===== src/rtl/mult_fu_pkg.sv =====
// Shared types and helpers for the pipelined multiply unit.
// `MULT_STAGES sets the default pipeline depth (2, 4 or 8).
`ifndef MULT_STAGES
`define MULT_STAGES 4
`endif

package sys_defs;

  localparam int unsigned XLEN  = 32;
  localparam int unsigned PRN_W = 6;
  localparam int unsigned DW    = 2 * XLEN;

  typedef enum logic [1:0] {
    MUL    = 2'd0,
    MULH   = 2'd1,
    MULHSU = 2'd2,
    MULHU  = 2'd3
  } MULT_FUNC;

  typedef struct packed {
    logic             valid;
    MULT_FUNC         func;
    logic [PRN_W-1:0] dest_prn;
    logic [DW-1:0]    mcand;
    logic [DW-1:0]    mplier;
    logic [DW-1:0]    sum;
  } MULT_STAGE_PACKET;

  function automatic logic [DW-1:0] mult_ext(input logic [XLEN-1:0] v, input logic sgn);
    return {{XLEN{sgn & v[XLEN-1]}}, v};
  endfunction

  function automatic logic [XLEN-1:0] mult_select(input MULT_FUNC f, input logic [DW-1:0] p);
    return (f == MUL) ? p[XLEN-1:0] : p[DW-1:XLEN];
  endfunction

endpackage


===== src/rtl/mult_fu_if.sv =====
// Issue-side and CDB-side signals of the multiply unit.
interface mult_fu_if;
  import sys_defs::*;

  logic             issue_valid;
  logic [XLEN-1:0]  issue_rs1;
  logic [XLEN-1:0]  issue_rs2;
  logic [1:0]       issue_func;
  logic [PRN_W-1:0] issue_dest_prn;
  logic             mult_cdb_gnt;
  logic             mult_free;
  logic             mult_cdb_req;
  logic             out_valid;
  logic [XLEN-1:0]  out_result;
  logic [PRN_W-1:0] out_dest_prn;

  modport master (
    output issue_valid, issue_rs1, issue_rs2, issue_func, issue_dest_prn, mult_cdb_gnt,
    input  mult_free, mult_cdb_req, out_valid, out_result, out_dest_prn
  );

  modport slave (
    input  issue_valid, issue_rs1, issue_rs2, issue_func, issue_dest_prn, mult_cdb_gnt,
    output mult_free, mult_cdb_req, out_valid, out_result, out_dest_prn
  );
endinterface


===== src/rtl/mult_stage.sv =====
// One combinational partial-product step: consume CH multiplier bits, shift for the next step.
module mult_stage
  import sys_defs::*;
#(
  parameter int unsigned CH = 16
) (
  input  MULT_STAGE_PACKET cur,
  output MULT_STAGE_PACKET nxt
);

  logic [DW-1:0] chunk;

  always_comb begin
    chunk       = DW'(cur.mplier[CH-1:0]);
    nxt         = cur;
    nxt.sum     = cur.sum + cur.mcand * chunk;
    nxt.mcand   = cur.mcand << CH;
    nxt.mplier  = cur.mplier >> CH;
  end

endmodule


===== src/rtl/mult_fu.sv =====
// Pipelined RV32M multiply unit with CDB request/grant and squash.
// Define MULT_BUBBLE_COLLAPSE_EN to let stages behind a stalled head close up bubbles.
module mult_fu
  import sys_defs::*;
#(
  parameter int unsigned STAGES = `MULT_STAGES
) (
  input  logic      clock,
  input  logic      reset,
  input  logic      squash,
  mult_fu_if.slave  bus
);

  localparam int unsigned CH   = DW / STAGES;
  localparam int unsigned LAST = STAGES - 2;  // stage that requests the CDB

  MULT_STAGE_PACKET pipe_q    [STAGES-1];
  MULT_STAGE_PACKET stage_in  [STAGES];
  MULT_STAGE_PACKET stage_out [STAGES];

  logic             out_valid_q;
  logic [XLEN-1:0]  out_result_q;
  logic [PRN_W-1:0] out_dest_q;

  logic             stall;
  logic             free;
  logic [LAST:0]    adv;
  MULT_FUNC         issue_fn;

  always_comb begin
    issue_fn             = MULT_FUNC'(bus.issue_func);
    stage_in[0]          = '0;
    stage_in[0].valid    = bus.issue_valid;
    stage_in[0].func     = issue_fn;
    stage_in[0].dest_prn = bus.issue_dest_prn;
    stage_in[0].mcand    = mult_ext(bus.issue_rs1, (issue_fn == MULH) || (issue_fn == MULHSU));
    stage_in[0].mplier   = mult_ext(bus.issue_rs2, issue_fn == MULH);
    for (int k = 1; k < int'(STAGES); k++) begin
      stage_in[k] = pipe_q[k-1];
    end
  end

  for (genvar g = 0; g < int'(STAGES); g++) begin : g_stage
    mult_stage #(.CH(CH)) u_stage (
      .cur (stage_in[g]),
      .nxt (stage_out[g])
    );
  end

  // adv[k]: contents of stage k move on at this edge
  always_comb begin
    stall     = pipe_q[LAST].valid && !bus.mult_cdb_gnt;
    adv       = '0;
    adv[LAST] = !stall;
`ifdef MULT_BUBBLE_COLLAPSE_EN
    for (int k = int'(STAGES) - 3; k >= 0; k--) begin
      adv[k] = !pipe_q[k+1].valid || adv[k+1];
    end
    free = !pipe_q[0].valid || adv[0];
`else
    adv  = {(LAST+1){!stall}};
    free = !stall;
`endif
  end

  always_ff @(posedge clock or negedge reset) begin
    if (!reset) begin
      for (int k = 0; k < int'(STAGES) - 1; k++) begin
        pipe_q[k] <= '0;
      end
      out_valid_q  <= 1'b0;
      out_result_q <= '0;
      out_dest_q   <= '0;
    end else if (squash) begin
      for (int k = 0; k < int'(STAGES) - 1; k++) begin
        pipe_q[k].valid <= 1'b0;
      end
      out_valid_q <= 1'b0;
    end else begin
      if (free) begin
        pipe_q[0] <= stage_out[0];
      end
      for (int k = 1; k <= int'(LAST); k++) begin
        if (adv[k-1]) begin
          pipe_q[k] <= stage_out[k];
        end
      end
      out_valid_q <= pipe_q[LAST].valid && bus.mult_cdb_gnt;
      if (pipe_q[LAST].valid && bus.mult_cdb_gnt) begin
        out_result_q <= mult_select(stage_out[STAGES-1].func, stage_out[STAGES-1].sum);
        out_dest_q   <= stage_out[STAGES-1].dest_prn;
      end
    end
  end

  assign bus.mult_free    = free;
  assign bus.mult_cdb_req = pipe_q[LAST].valid && !squash;
  assign bus.out_valid    = out_valid_q;
  assign bus.out_result   = out_result_q;
  assign bus.out_dest_prn = out_dest_q;

  logic unused_bits;
  assign unused_bits = ^{stage_out[STAGES-1].mcand, stage_out[STAGES-1].mplier, adv[LAST]};

endmodule


===== src/flat_wrapper.sv =====
// flat-port wrapper written by rule: the top's interface ports become plain ports
module mult_fu_flat import sys_defs::*;
#(
  parameter int unsigned STAGES = `MULT_STAGES
)
  (clock, reset, squash, bus_issue_valid, bus_issue_rs1, bus_issue_rs2, bus_issue_func, bus_issue_dest_prn, bus_mult_cdb_gnt, bus_mult_free, bus_mult_cdb_req, bus_out_valid, bus_out_result, bus_out_dest_prn);
  mult_fu_if bus_i ();
  input  logic clock;
  input  logic reset;
  input  logic squash;
  input wire logic [$bits(bus_i.issue_valid)-1:0] bus_issue_valid;
  input wire logic [$bits(bus_i.issue_rs1)-1:0] bus_issue_rs1;
  input wire logic [$bits(bus_i.issue_rs2)-1:0] bus_issue_rs2;
  input wire logic [$bits(bus_i.issue_func)-1:0] bus_issue_func;
  input wire logic [$bits(bus_i.issue_dest_prn)-1:0] bus_issue_dest_prn;
  input wire logic [$bits(bus_i.mult_cdb_gnt)-1:0] bus_mult_cdb_gnt;
  output wire logic [$bits(bus_i.mult_free)-1:0] bus_mult_free;
  output wire logic [$bits(bus_i.mult_cdb_req)-1:0] bus_mult_cdb_req;
  output wire logic [$bits(bus_i.out_valid)-1:0] bus_out_valid;
  output wire logic [$bits(bus_i.out_result)-1:0] bus_out_result;
  output wire logic [$bits(bus_i.out_dest_prn)-1:0] bus_out_dest_prn;
  assign bus_i.issue_valid = bus_issue_valid;
  assign bus_i.issue_rs1 = bus_issue_rs1;
  assign bus_i.issue_rs2 = bus_issue_rs2;
  assign bus_i.issue_func = bus_issue_func;
  assign bus_i.issue_dest_prn = bus_issue_dest_prn;
  assign bus_i.mult_cdb_gnt = bus_mult_cdb_gnt;
  assign bus_mult_free = bus_i.mult_free;
  assign bus_mult_cdb_req = bus_i.mult_cdb_req;
  assign bus_out_valid = bus_i.out_valid;
  assign bus_out_result = bus_i.out_result;
  assign bus_out_dest_prn = bus_i.out_dest_prn;
  mult_fu #(.STAGES(STAGES)) u_core (.clock(clock), .reset(reset), .squash(squash), .bus(bus_i));
endmodule

===== config.mk =====
export PLATFORM = sky130hd
export DESIGN_NAME = mult_fu_flat
export DESIGN_NICKNAME = d
export VERILOG_FILES = /design/src/rtl/mult_fu_pkg.sv /design/src/rtl/mult_fu_if.sv /design/src/rtl/mult_stage.sv /design/src/rtl/mult_fu.sv /design/src/flat_wrapper.sv
export SDC_FILE = /design/constraint.sdc
export NUM_CORES = 2
export LEC_CHECK = 0
export ABC_AREA = 1
export CAP_MARGIN = 10
export CORE_MARGIN = 8
export CORE_UTILIZATION = 30
export DETAILED_ROUTE_END_ITERATION = 10
export SLEW_MARGIN = 20
export SYNTH_ARGS = -nofsm -noshare
export SYNTH_HDL_FRONTEND = slang
export SYNTH_SLANG_ARGS = --single-unit

===== constraint.sdc =====
create_clock -name clock -period 7.42 [get_ports clock]
set_input_delay 1.484 -clock clock [delete_from_list [all_inputs] [get_ports clock]]
set_output_delay 1.484 -clock clock [all_outputs]
set_load 0.01 [all_outputs]

==> results.py <==
metrics = {
    "timing": {
        "final-setup-viol-count": 0,
        "period_share_pct": 99.80,
        "finClkSkew_ns": 0.04292,
        "max_freq_ghz": 0.1350,
        "max_slew_margin_pct": 12.96,
        "finalMaxSlewViolations": 0,
        "hold_violations": 0,
        "setup_ws_ns": 0.01479,
        "finalSetupTns_ns": 0,
        "timing_worst_slew_pin_value_ns": 1.306,
        "period_minus_slack_ns": 7.405,
        "rsz0062_at_grt": "yes",
    },
    "global_route": {
        "grt_pass1_wl_mm": 348.0,
        "grt_max_degree": 165,
        "antenna_found_initial": 10,
        "grt_pass1_vias": 60630,
        "grt_overflow": 0,
        "grt_use_total_pct": 19.17,
    },
    "logic_synthesis": {
        "postSynthAreaPerCell_um2": 7.637,
        "synthMuxAreaShare_pct": 0,
        "seq_area_frac_synth_pct": 13.34,
        "yosysMostFrequentCell": "nand2_1",
        "synth-compound-area-share_pct": 6.406,
        "synthDistinctLibCells": 54,
        "syn_nets": 10090,
        "synthTopCellsByCount": "2387 x nand2_1, 2139 x inv_1, 1206 x fa_1",
        "synth_top_family_by_area": "adder cells",
        "synth-async-reset-ratio_pct": 100.0,
        "synth_area_leaders": "fa_1 37%, nand2_1 14%, dfrtp_1 13%",
        "synthesis.area_um2": 64550,
        "yosysTopAreaCell": "fa_1",
        "ys_seq_elements": 344,
        "synth_top_area_share_pct": 37.40,
        "synth-xor-area-share_pct": 2.008,
        "yosys_warnings": 0,
        "synth-simple-area-share_pct": 19.50,
        "synth_edf_count": 0,
        "synthAdderAreaFrac_pct": 44.28,
        "synth_flop_cell": "dfrtp_1",
        "syn_inst": 8452,
    },
    "run_status": {
        "status": "completed",
    },
    "die": {
        "initial_utilization_pct": 30.14,
        "rows": 170,
        "die_h_um": 479.9,
        "boundaryPins": 118,
        "die_w_um": 479.9,
        "die-area_um2": 230300,
        "core_um2": 214200,
    },
    "clock_network": {
        "cts-root-buf": "clkbuf_16",
        "numCtsBuffers": 43,
        "clk_latency_ns": 0.65,
        "cts_tree": "yes",
        "htreeDepth": 2,
        "clock_sinks": 344,
        "cts.hold.buffers_added": 0,
        "cts_buffer_depth": 3,
        "cts.clk_slew.worst_paths_ns": 0.08,
    },
    "cells_and_area": {
        "final_cells": 12250,
        "syn2layout_area_growth_pct": 26.05,
        "final_layout_size_suffix_gt1_share_pct": 17.87,
        "fin_nets": 11020,
    },
    "detailed_routing": {
        "viasPerCell": 4.641,
        "dr.first_iter.drc_count": 3631,
        "first_pass_iters": 6,
        "wl_per_cell_um": 18.23,
        "vias": 56860,
        "ant_nets": 0,
        "drc": 0,
        "routed_wl_mm": 223.3,
    },
    "placed_design": {
        "dp_slack_ns": -0.5747,
        "place.gp.congestion": 0.9575,
        "hpwl_mm": 190.2,
        "port_buffers": 117,
        "placed_cells": 12130,
    },
    "worst_setup_path": {
        "crit_family": "adder cells",
        "path_buf_inv": 12,
        "worst_ep_required_time_ns": 7.95,
        "worst_setup_path_start_kind": "register",
        "crit_arrival_ns": 7.94,
        "critPathCaptureType": "register",
        "worstPathMaxFanout": 11,
        "crit_slowest_cell": "fa_1",
        "worstSetupPathType": "reg2reg",
        "max_stage_delay_ns": 0.57,
    },
    "run": {
        "drv_cap": 0,
    },
    "hold_path": {
        "hp-class": "reg2reg",
    },
}
## routing by layer
| metal | up-vias | track usage (%) | wire [µm] |
|---|---|---|---|
| met2 | 1482 | 33.40 | 109700 |
| met1 | 28580 | 25.44 | 95030 |
| li1 | 26490 | - | - |
| met3 | 301 | 1.660 | 10960 |
| met5 | - | 0 | 46 |
| met4 | 6 | 5.483 | 7600 |
## worst paths after layout
kind                                    startpoint            endpoint  slack, ns  depth (start not counted)
worst min-delay path            u_core.pipe_q[212]   u_core.pipe_q[11]       0.46                          2
min in group asynchronous                    reset  u_core.pipe_q[404]       0.91                          1
worst min register to register  u_core.pipe_q[212]   u_core.pipe_q[11]       0.46                          2
worst max register to register  u_core.pipe_q[467]  u_core.pipe_q[258]       0.01                         36
worst max-delay path            u_core.pipe_q[467]  u_core.pipe_q[258]       0.01                         36
max in group asynchronous                    reset  u_core.pipe_q[473]       5.15                          2
## what timing repair did
item | CTS | global route
gates resized for setup | 185 | 407
pin swaps | 22 | 104
endpoints found under the setup margin | 40 | 55
gates cloned | 2 | 1
setup buffers | 7 | 26
## layout by cell type (no fill, tap or decap), types with 13 or more instances in the layout
cell type | Yosys | layout
dfrtp_1 | 344 | 331
clkbuf_16 | 0 | 44
o21ai_1 | 46 | 66
o21ai_0 | 249 | 214
nor2_4 | 3 | 30
a21oi_2 | 0 | 56
nand3_2 | 5 | 36
nor3_2 | 1 | 17
fa_2 | 0 | 22
fa_1 | 1206 | 1184
a21o_1 | 35 | 35
a31oi_1 | 50 | 45
ha_4 | 0 | 56
buf_12 | 0 | 93
xnor2_1 | 70 | 60
buf_4 | 0 | 987
o21bai_1 | 39 | 30
ha_1 | 355 | 296
o21ai_2 | 1 | 16
inv_2 | 6 | 52
nand2_1 | 2387 | 2324
xor2_1 | 78 | 67
nand4_1 | 36 | 36
inv_1 | 2139 | 2090
nor2_1 | 410 | 324
nand3_1 | 224 | 193
nand3b_1 | 16 | 16
dfrtp_2 | 0 | 13
clkdlybuf4s50_1 | 0 | 116
nor2_2 | 7 | 66
nand2_2 | 2 | 53
a21oi_1 | 276 | 210
nor3_1 | 49 | 27
## cell type report
cell class / count / area, µm²
Antenna cell: 3 / 7.507
Clock buffer: 54 / 1197
Clock inverter: 24 / 249.0
Fill cell: 22090 / 132800
Inverter: 2146 / 8068
Multi-Input combinational cell: 5630 / 49000
Sequential cell: 344 / 8625
Tap cell: 2838 / 3551
Timing Repair Buffer: 1212 / 10670
## cell families after synthesis
group	after synthesis
simple gates	3175
compound gates	746
flops	344
fa+ha+maj	1561
xor+xnor	148
buf+inv	2478
## worst reg2reg max path, delay by kind of cell, from the launching register on
family | cells | cell delay [ns]
compound gates | 1 | 0.10
buf+inv | 12 | 1.23
xor+xnor | 1 | 0.16
flops | 1 | 0.41
fa+ha+maj | 8 | 3.74
simple gates | 14 | 1.65
## through the flow
step	util, %	area (µm²)	hold WS [ns]
2_1_floorplan	-	64550	0.4367
3_3_place_gp	36.00	77100	0.4548
3_5_place_dp	36.00	77100	0.4579
4_1_cts	37.09	79440	0.4581
5_1_grt	37.99	81360	0.4892
6_report	37.99	81370	0.4585
## state kept, by name, indices dropped and copies added, names as in the netlist
| name | cells |
|---|---|
| u_core.pipe_q | 305 |
| u_core.bus.out_result | 32 |
| u_core.bus.out_dest_prn | 6 |
| u_core.bus.out_valid | 1 |
Power is left out: the tool's default activity adds up to more than one toggle a clock period on the data nets, which glitch-free logic cannot reach.
